--- src/rtl/pipe_pkg.sv ---
// Shared definitions for elastic pipeline segment registers: default widths,
// control-field layout and the per-entry register operation encoding.
package pipe_pkg;

    localparam int unsigned DefDataW = 64;
    localparam int unsigned DefCtrlW = 32;
    localparam int unsigned DefCntW  = 16;

    // Control payload layout as decoded by downstream stages
    localparam int unsigned CtrlRegWriteBit = 0;
    localparam int unsigned CtrlMemWriteBit = 1;
    localparam int unsigned CtrlAluCtrlLsb  = 2;
    localparam int unsigned CtrlAluCtrlW    = 4;
    localparam int unsigned CtrlBrTypeLsb   = 6;
    localparam int unsigned CtrlBrTypeW     = 3;
    localparam int unsigned CtrlCsrTypeLsb  = 9;
    localparam int unsigned CtrlCsrTypeW    = 3;

    typedef enum logic [1:0] {
        EntHold,
        EntLoad,
        EntClear
    } entry_op_e;

endpackage

--- src/rtl/seg_entry_reg.sv ---
// One pipeline entry: valid bit plus control and data payload, with load and
// clear operations. Clear always zeroes control; data only when CLR_DATA is set.
module seg_entry_reg
    import pipe_pkg::*;
#(
    parameter int unsigned DATA_W   = DefDataW,
    parameter int unsigned CTRL_W   = DefCtrlW,
    parameter int unsigned CLR_DATA = 1
) (
    input  logic              clk,
    input  logic              rst_n,
    input  entry_op_e         op,
    input  logic [DATA_W-1:0] load_data,
    input  logic [CTRL_W-1:0] load_ctrl,
    output logic              valid,
    output logic [DATA_W-1:0] data,
    output logic [CTRL_W-1:0] ctrl
);

    logic              valid_q;
    logic [DATA_W-1:0] data_q;
    logic [CTRL_W-1:0] ctrl_q;

    always_ff @(posedge clk or negedge rst_n) begin
        if (!rst_n) begin
            valid_q <= 1'b0;
            data_q  <= '0;
            ctrl_q  <= '0;
        end else begin
            unique case (op)
                EntLoad: begin
                    valid_q <= 1'b1;
                    data_q  <= load_data;
                    ctrl_q  <= load_ctrl;
                end
                EntClear: begin
                    valid_q <= 1'b0;
                    ctrl_q  <= '0;
                    if (CLR_DATA != 0) begin
                        data_q <= '0;
                    end
                end
                default: ;
            endcase
        end
    end

    assign valid = valid_q;
    assign data  = data_q;
    assign ctrl  = ctrl_q;

endmodule

--- src/rtl/pipe_seg_elastic.sv ---
// Elastic pipeline segment register with valid/ready handshake, optional skid
// entry, flush with bubble insertion and saturating performance counters.
module pipe_seg_elastic
    import pipe_pkg::*;
#(
    parameter int unsigned DATA_W   = DefDataW,
    parameter int unsigned CTRL_W   = DefCtrlW,
    parameter int unsigned SKID     = 1,
    parameter int unsigned CLR_DATA = 1,
    parameter int unsigned CNT_W    = DefCntW
) (
    input  logic              clk,
    input  logic              rst_n,
    input  logic              in_valid,
    output logic              in_ready,
    input  logic [DATA_W-1:0] in_data,
    input  logic [CTRL_W-1:0] in_ctrl,
    output logic              out_valid,
    input  logic              out_ready,
    output logic [DATA_W-1:0] out_data,
    output logic [CTRL_W-1:0] out_ctrl,
    input  logic              stall,
    input  logic              flush,
    output logic [CNT_W-1:0]  stall_cnt,
    output logic [CNT_W-1:0]  bubble_cnt,
    output logic [CNT_W-1:0]  flush_cnt
);

    logic              head_valid, skid_valid;
    logic [DATA_W-1:0] head_data, skid_data, head_load_data;
    logic [CTRL_W-1:0] head_ctrl, skid_ctrl, head_load_ctrl;
    entry_op_e         head_op, skid_op;
    logic              head_from_skid;
    logic              accept, pop;

    assign accept = in_valid & in_ready & ~stall & ~flush;
    assign pop    = head_valid & out_ready & ~stall & ~flush;

    // Steering: the skid entry only ever fills while the head is held, so FIFO
    // order is kept by always refilling the head from the skid first.
    always_comb begin
        head_op        = EntHold;
        skid_op        = EntHold;
        head_from_skid = 1'b0;
        if (flush) begin
            head_op = EntClear;
            skid_op = EntClear;
        end else if (pop) begin
            if (skid_valid) begin
                head_op        = EntLoad;
                head_from_skid = 1'b1;
                skid_op        = accept ? EntLoad : EntClear;
            end else begin
                head_op = accept ? EntLoad : EntClear;
            end
        end else if (accept) begin
            if (head_valid) begin
                skid_op = EntLoad;
            end else begin
                head_op = EntLoad;
            end
        end
    end

    assign head_load_data = head_from_skid ? skid_data : in_data;
    assign head_load_ctrl = head_from_skid ? skid_ctrl : in_ctrl;

    seg_entry_reg #(
        .DATA_W  (DATA_W),
        .CTRL_W  (CTRL_W),
        .CLR_DATA(CLR_DATA)
    ) u_head (
        .clk      (clk),
        .rst_n    (rst_n),
        .op       (head_op),
        .load_data(head_load_data),
        .load_ctrl(head_load_ctrl),
        .valid    (head_valid),
        .data     (head_data),
        .ctrl     (head_ctrl)
    );

    if (SKID != 0) begin : g_skid
        seg_entry_reg #(
            .DATA_W  (DATA_W),
            .CTRL_W  (CTRL_W),
            .CLR_DATA(CLR_DATA)
        ) u_skid (
            .clk      (clk),
            .rst_n    (rst_n),
            .op       (skid_op),
            .load_data(in_data),
            .load_ctrl(in_ctrl),
            .valid    (skid_valid),
            .data     (skid_data),
            .ctrl     (skid_ctrl)
        );
        // Registered ready: no combinational path from out_ready upstream
        assign in_ready = ~skid_valid;
    end else begin : g_no_skid
        logic unused_skid_op;
        assign unused_skid_op = ^skid_op;
        assign skid_valid     = 1'b0;
        assign skid_data      = '0;
        assign skid_ctrl      = '0;
        assign in_ready       = ~stall & (~head_valid | out_ready);
    end

    assign out_valid = head_valid;
    assign out_data  = head_data;
    assign out_ctrl  = head_valid ? head_ctrl : '0;

    logic [2:0]       cnt_evt;
    logic [CNT_W-1:0] cnt_q [3];

    assign cnt_evt = {flush, ~head_valid, head_valid & (~out_ready | stall)};

    always_ff @(posedge clk or negedge rst_n) begin
        if (!rst_n) begin
            for (int i = 0; i < 3; i++) begin
                cnt_q[i] <= '0;
            end
        end else begin
            for (int i = 0; i < 3; i++) begin
                if (cnt_evt[i] && (cnt_q[i] != {CNT_W{1'b1}})) begin
                    cnt_q[i] <= cnt_q[i] + CNT_W'(1);
                end
            end
        end
    end

    assign stall_cnt  = cnt_q[0];
    assign bubble_cnt = cnt_q[1];
    assign flush_cnt  = cnt_q[2];

endmodule

--- config.mk ---
export PLATFORM = sky130hd
export DESIGN_NAME = pipe_seg_elastic
export DESIGN_NICKNAME = d
export VERILOG_FILES = /design/src/rtl/pipe_pkg.sv /design/src/rtl/seg_entry_reg.sv /design/src/rtl/pipe_seg_elastic.sv
export SDC_FILE = /design/constraint.sdc
export NUM_CORES = 1
export LEC_CHECK = 0
export ABC_AREA = 1
export BUFFER_PORTS_ARGS = -buffer_cell sky130_fd_sc_hd__buf_2
export CAP_MARGIN = 5
export CORE_UTILIZATION = 57
export CTS_CLUSTER_DIAMETER = 60
export DETAILED_ROUTE_END_ITERATION = 16
export PLACE_DENSITY = 0.82
export SYNTH_ARGS = -nofsm -noshare
export SYNTH_HDL_FRONTEND = slang
export SYNTH_SLANG_ARGS = --single-unit
export TNS_END_PERCENT = 20
--- constraint.sdc ---
create_clock -name clk -period 3.77 [get_ports clk]
set_input_delay 0.377 -clock clk [delete_from_list [all_inputs] [get_ports clk]]
set_output_delay 0.377 -clock clk [all_outputs]
set_load 0.03 [all_outputs]
# --- Word-level counts from Yosys, hierarchy flattened ---
# Cells that the tools add are included.
word_totals:
  inputBits: 102
  memories: 0
  mem_bits_rw: 0
  romBits: 0
  latchBits: 0
  regBits: 242
  out_inout_bits: 146
  word_cells: 60
op_classes:
  shift: 0
  mul: 0
  muxes: 23
  div: 0
  n_eq_ne: 7
  bitwise_logic: 13
  n_lt_le_gt_ge: 0
  n_addsub: 3
  reduce_logical: 5
ops:
  columns: ["cell", "count"]
  rows:
  - ["$pmux W64 S2", 2]
  - ["$pmux W32 S2", 2]
  - ["$mux W32", 2]
  - ["$mux W64", 1]
  - ["$add A16 B1 Y16 const B", 3]
  - ["$ne A16 B16 Y1 const B", 3]
  - ["$mux W2", 7]
  - ["$and A1 B1 Y1", 7]
  - ["$mux W1", 7]
  - ["$not A1 Y1", 5]
  - ["$eq A2 B1 Y1 const B", 2]
  - ["$eq A2 B2 Y1 const B", 2]
  - ["$pmux W1 S2", 2]
  - ["$reduce_bool A2 Y1", 2]
  - ["$logic_and A1 B1 Y1", 3]
  - ["$or A1 B1 Y1", 1]

# --- Depth between registers and ports, before layout ---
logic_depth:
  ltp_word: 10
  mapped_depth: 13

# --- Modules after synthesis ---
# A second synthesis with hierarchy kept.
hier_totals:
  hier_cells: 1704
  area_unflattened_um2: 12583.3
by_module_without_submodules:
  columns: ["module", "cells_per_inst", "area_per_inst_um2", "seq_area_each_um2", "n_inst"]
  rows:
  - ["seg_entry_reg", 423, 3880.0, 2427.3, 2]
  - ["pipe_seg_elastic", 858, 4823.4, 1201.2, 1]

# --- Worst setup path after synthesis ---
# OpenSTA, ideal clock, no wires.
synth_timing:
  kind: "register -> register"
  startpoint: "register u_head.valid_q (netlist: u_head.valid)"
  endpoint: "register g_skid.u_skid.data_q[20] (netlist: g_skid.u_skid.data[20])"
  path_stages_with_launch: 13
  synth_period_minus_slack_ns: 2.374
  setup_ns: 0.083
  t_arrival_ns: 2.291
  path_slack_ns: 1.396
  path_buffers: 4
  required_ns: 3.687
  path_cell_list: "dfrtp_1 -> nand4_2 -> nor2_4 -> inv_2 -> buf_6 -> buf_6 -> nand2_1 -> ha_1 -> inv_1 -> clkbuf_1 -> buf_1 -> nand3_1 -> o21ai_0"
synth_between:
  elab_chain_len: 7
synth_lines:
  columns: ["item", "line", "rtl"]
  rows:
  - ["start, declared", "seg_entry_reg.sv:20", "logic valid_q;"]
  - ["start signal, assigned", "seg_entry_reg.sv:26", "valid_q <= 1'b0;"]
  - ["start signal, assigned", "seg_entry_reg.sv:32", "valid_q <= 1'b1;"]
  - ["start signal, assigned", "seg_entry_reg.sv:37", "valid_q <= 1'b0;"]
  - ["$and A1 B1 Y1 (3 in a row)", "pipe_seg_elastic.sv:37", "assign pop = head_valid & out_ready & ~stall & ~flush;"]
  - ["$mux W2 *", "pipe_seg_elastic.sv:48", "end else if (pop) begin"]
  - ["$mux W2 *", "pipe_seg_elastic.sv:45", "if (flush) begin"]
  - ["$eq A2 B2 Y1 or $eq A2 B1 Y1 (tied branches)", "seg_entry_reg.sv:30", "unique case (op)"]
  - ["$pmux W64 S2 or $reduce_bool A2 Y1 (tied branches)", null, null]
  - ["end signal, assigned", "seg_entry_reg.sv:33", "data_q <= load_data;"]
  - ["end, declared", "seg_entry_reg.sv:21", "logic [DATA_W-1:0] data_q;"]
# Every way passes the cells marked *; elsewhere a longest branch is shown, timed or not.
# A chain may end at the register's enable or synchronous reset.

# --- Worst setup path in the final report ---
layout_timing:
  startpoint: "register g_skid.u_skid.valid_q (netlist: g_skid.u_skid.valid)"
  endpoint: "register g_skid.u_skid.ctrl_q[4] (netlist: g_skid.u_skid.ctrl[4])"
layout_between:
  elab_chain_len: 10
layout_lines:
  columns: ["item", "line", "rtl"]
  rows:
  - ["start, declared", "seg_entry_reg.sv:20", null]
  - ["start signal, assigned", "seg_entry_reg.sv:26", null]
  - ["start signal, assigned", "seg_entry_reg.sv:32", null]
  - ["start signal, assigned", "seg_entry_reg.sv:37", null]
  - ["$not A1 Y1", "pipe_seg_elastic.sv:99", "assign in_ready = ~skid_valid;"]
  - ["$and A1 B1 Y1 (3 in a row)", "pipe_seg_elastic.sv:36", "assign accept = in_valid & in_ready & ~stall & ~flush;"]
  - ["$mux W2", "pipe_seg_elastic.sv:52", "skid_op = accept ? EntLoad : EntClear;"]
  - ["$mux W2", "pipe_seg_elastic.sv:49", "if (skid_valid) begin"]
  - ["$mux W2 *", "pipe_seg_elastic.sv:48", null]
  - ["$mux W2 *", "pipe_seg_elastic.sv:45", null]
  - ["$eq A2 B2 Y1 or $eq A2 B1 Y1 (tied branches)", "seg_entry_reg.sv:30", null]
  - ["$pmux W32 S2 or $reduce_bool A2 Y1 (tied branches)", null, null]
  - ["end signal, assigned", "seg_entry_reg.sv:34", "ctrl_q <= load_ctrl;"]
  - ["end, declared", "seg_entry_reg.sv:22", "logic [CTRL_W-1:0] ctrl_q;"]
# Marked as above.

==> flow_metrics.py <==
metrics = {
    "critical_path": {
        "r2r-start": "g_skid.u_skid.valid",
        "required_ns": 4.20,
        "arrival_ns": 2.97,
        "cp-end-kind": "flip-flop",
        "startpoint_type": "flip-flop",
        "r2r_cells": 8,
        "criticalPathCategory": "flip-flop to flip-flop",
        "path_max_fanout": 64,
        "reg2reg_to": "g_skid.u_skid.ctrl[4]",
        "slowest_delay_ns": 0.43,
        "crit_start": "g_skid.u_skid.valid",
        "worstPathCellList": "inv_1 -> nand4_1 -> or2_2 -> ha_1 -> inv_4 -> buf_4 -> nand3_1 -> o21ai_0",
        "crit_end": "g_skid.u_skid.ctrl[4]",
        "reg2reg_slack_ns": 1.22,
        "crit_slowest_cell": "inv_4",
    },
    "timing": {
        "period_share_pct": 67.6,
        "setup_slack_ns": 1.22,
        "fmax_ghz": 0.392,
        "slew_violations": 0,
        "tightest_slew_ns": 1.10,
        "hold_viol": 0,
        "finalSetupViolCount": 0,
        "setup_tns_ns": 0,
        "rsz0062_at_grt": "no",
        "slew_headroom_pct": 26.9,
        "clock_skew_ns": 0.00882,
        "fin_crit_ns": 2.55,
    },
    "placed_design": {
        "pre_cts_ws_ns": 1.17,
        "port_buffers": 247,
        "dp_hpwl_mm": 19.1,
        "dp.cells": 2123,
        "place.gp.congestion": 0.906,
    },
    "layout": {
        "syn_to_final_growth_pct": 18.8,
        "multi_input_area_um2": 4750,
        "fin_cells": 2177,
        "nNetsFinal": 1985,
        "drive_above_1_share_pct": 17.2,
        "seq_area_um2": 6060,
        "fillers": 1731,
    },
    "floorplan": {
        "die_height_um": 148,
        "fp.coreArea_um2": 21000,
        "ios": 248,
        "rows": 53,
        "die-area_um2": 22000,
        "initial_core_util_pct": 58.0,
        "die_x_um": 148,
    },
    "global_routing": {
        "grt_pass1_vias": 10400,
        "antenna_found_initial": 7,
        "groute.usage.overall_pct": 27.4,
        "grt_pass1_wl_mm": 49.4,
        "grt_start_max_net_pins": 98,
        "gr-total-overflow": 0,
    },
    "clock_tree": {
        "cts_tree": "built",
        "htreeDepth": 1,
        "ctsRootBufferMaster": "clkbuf_16",
        "clkTransAtPathRegs_ns": 0.06,
        "clock-sinks": 242,
        "numCtsBuffers": 26,
        "cts_buffer_depth": 3,
        "clk_latency_ns": 0.52,
    },
    "run_status": {
        "status": "completed",
    },
    "synthesis": {
        "ys_seq_area_share_pct": 49.7,
        "ys_ff_latch": 242,
        "synth_top_area_share_pct": 49.7,
        "synth_cells": 1670,
        "ys_warn_count": 0,
        "synthDistinctLibCells": 27,
        "ys_top_cells_by_area": "dfrtp_1 50%, nand2_1 20%, nand3_1 8.7%, inv_1 8.0%, o21ai_0 4.8%",
        "synth_fp_nets": 1778,
        "yosysTopAreaCell": "dfrtp_1",
        "synthesis.area_um2": 12200,
        "avgSynthCellArea_um2": 7.30,
    },
    "detailed_routing": {
        "vias": 11000,
        "dr.pass1.iters": 5,
        "ant_nets": 0,
        "wl_per_cell_um": 13.6,
        "drc": 0,
        "avgViaCountPerCell": 5.05,
        "wl_mm": 29.6,
        "initialDrtViolationCount": 702,
    },
    "power": {
        "powerDensity_nw_per_um2": 532,
        "leakage_uw": 0.00825,
        "p_total_uw": 7700,
        "peakVddDrop_mv": 0.368,
    },
    "hold_path": {
        "hold_path.class": "primary input to flip-flop",
    },
    "run": {
        "maxCapViolations": 0,
    },
}
metal layers:
metal	vias up	routed length, µm	track usage [%]
met5	-	8	0
met4	2	690	8.76
met3	53	2140	4.97
met2	368	13700	44.9
met1	5044	13100	37.0
li1	5527	-	-
how the worst min path moves through the flow:
stage                          startpoint                     end  slack, ns  cells after the start
final                         in_data[41]  g_skid.u_skid.data[41]       0.11                      3
after global routing           in_ctrl[0]   g_skid.u_skid.ctrl[0]       0.10                      3
after CTS                     in_data[40]  g_skid.u_skid.data[40]       0.09                      3
after detailed placement  u_head.data[30]         u_head.data[30]       0.46                      2
after global placement    u_head.data[62]         u_head.data[62]       0.46                      2
after floorplan                     rst_n           bubble_cnt[0]       0.08                      0
stage by stage:
step                      area [µm²]  hold slack (ns)  util (%)
after global routing           14500            0.102      68.9
after floorplan                12200           0.0814         -
after global placement         13600            0.459      64.5
final                          14500            0.110      68.9
after detailed placement       13600            0.460      64.5
after CTS                      14500           0.0934      68.8
cell usage after synthesis (all sizes together):
library cell / number
buf: 44
nor2: 56
ha: 6
o21ai: 118
clkinv: 1
or2: 1
clkbuf: 38
nand2: 645
a21boi: 1
inv: 266
nand4: 18
dfrtp: 242
xor2: 3
nand3: 213
xnor2: 17
o21bai: 1
kinds of logic (layout without fill, tap and decap cells):
logic type	after synthesis	count (layout)	share of synthesized area [%]
AND/OR/NAND/NOR	933	933	31.7
buffers and inverters	349	575	11.5
flip-flops	242	242	49.7
other	0	6	0
XOR/XNOR	20	20	1.44
AO/OA/AOI/OAI	120	120	5.09
adder cells (fa/ha/maj)	6	6	0.616
cell type report:
class | count | share of cell area [%]
Clock buffer | 39 | 5.52
Multi-Input combinational cell | 1079 | 32.8
Inverter | 267 | 6.95
Clock inverter | 8 | 0.751
Timing Repair Buffer | 261 | 9.69
Tap cell | 275 | 2.38
Antenna cell | 6 | 0.104
Sequential cell | 242 | 41.8
where the power goes:
part           internal (µW)  total, µW  switching, µW
Sequential              2970       3230            257
Clock                   1600       2630           1030
Combinational            529       1830           1310
Total                   5110       7700           2590
sequential cells by signal, indices dropped and copies added, names as in the netlist:
signal,count
g_skid.u_skid.data,64
u_head.data,64
g_skid.u_skid.ctrl,32
u_head.ctrl,32
bubble_cnt,16
flush_cnt,16
stall_cnt,16
g_skid.u_skid.valid,1
u_head.valid,1
critical path, delay by kind of cell, from the launching register on:
| family | cells | cell delay (ns) |
|---|---|---|
| compound gates | 1 | 0.12 |
| simple gates | 3 | 0.58 |
| fa+ha+maj | 1 | 0.35 |
| buf+inv | 3 | 0.97 |
| flops | 1 | 0.37 |
what timing repair did:
item,CTS,global route
buffers inserted,0,0
endpoints found under the hold margin,94,0
gates resized for setup,0,0
hold buffers,1,0
layout by cell type, fill, tap and decap left out, types with 2 or more instances in the layout:
master	count
nand2_1	642
inv_1	260
buf_2	246
dfrtp_1	242
nand3_1	213
o21ai_0	116
nor2_1	49
clkbuf_16	26
nand4_1	17
xnor2_1	17
clkbuf_8	10
buf_4	9
diode_2	6
clkinv_2	5
ha_1	5
inv_2	4
nor2_2	4
buf_12	4
xor2_1	3
nor2_4	3
clkbuf_1	3
nand2_2	2
bufinv_16	2
Note: power is estimated with default switching activity, not from simulation.
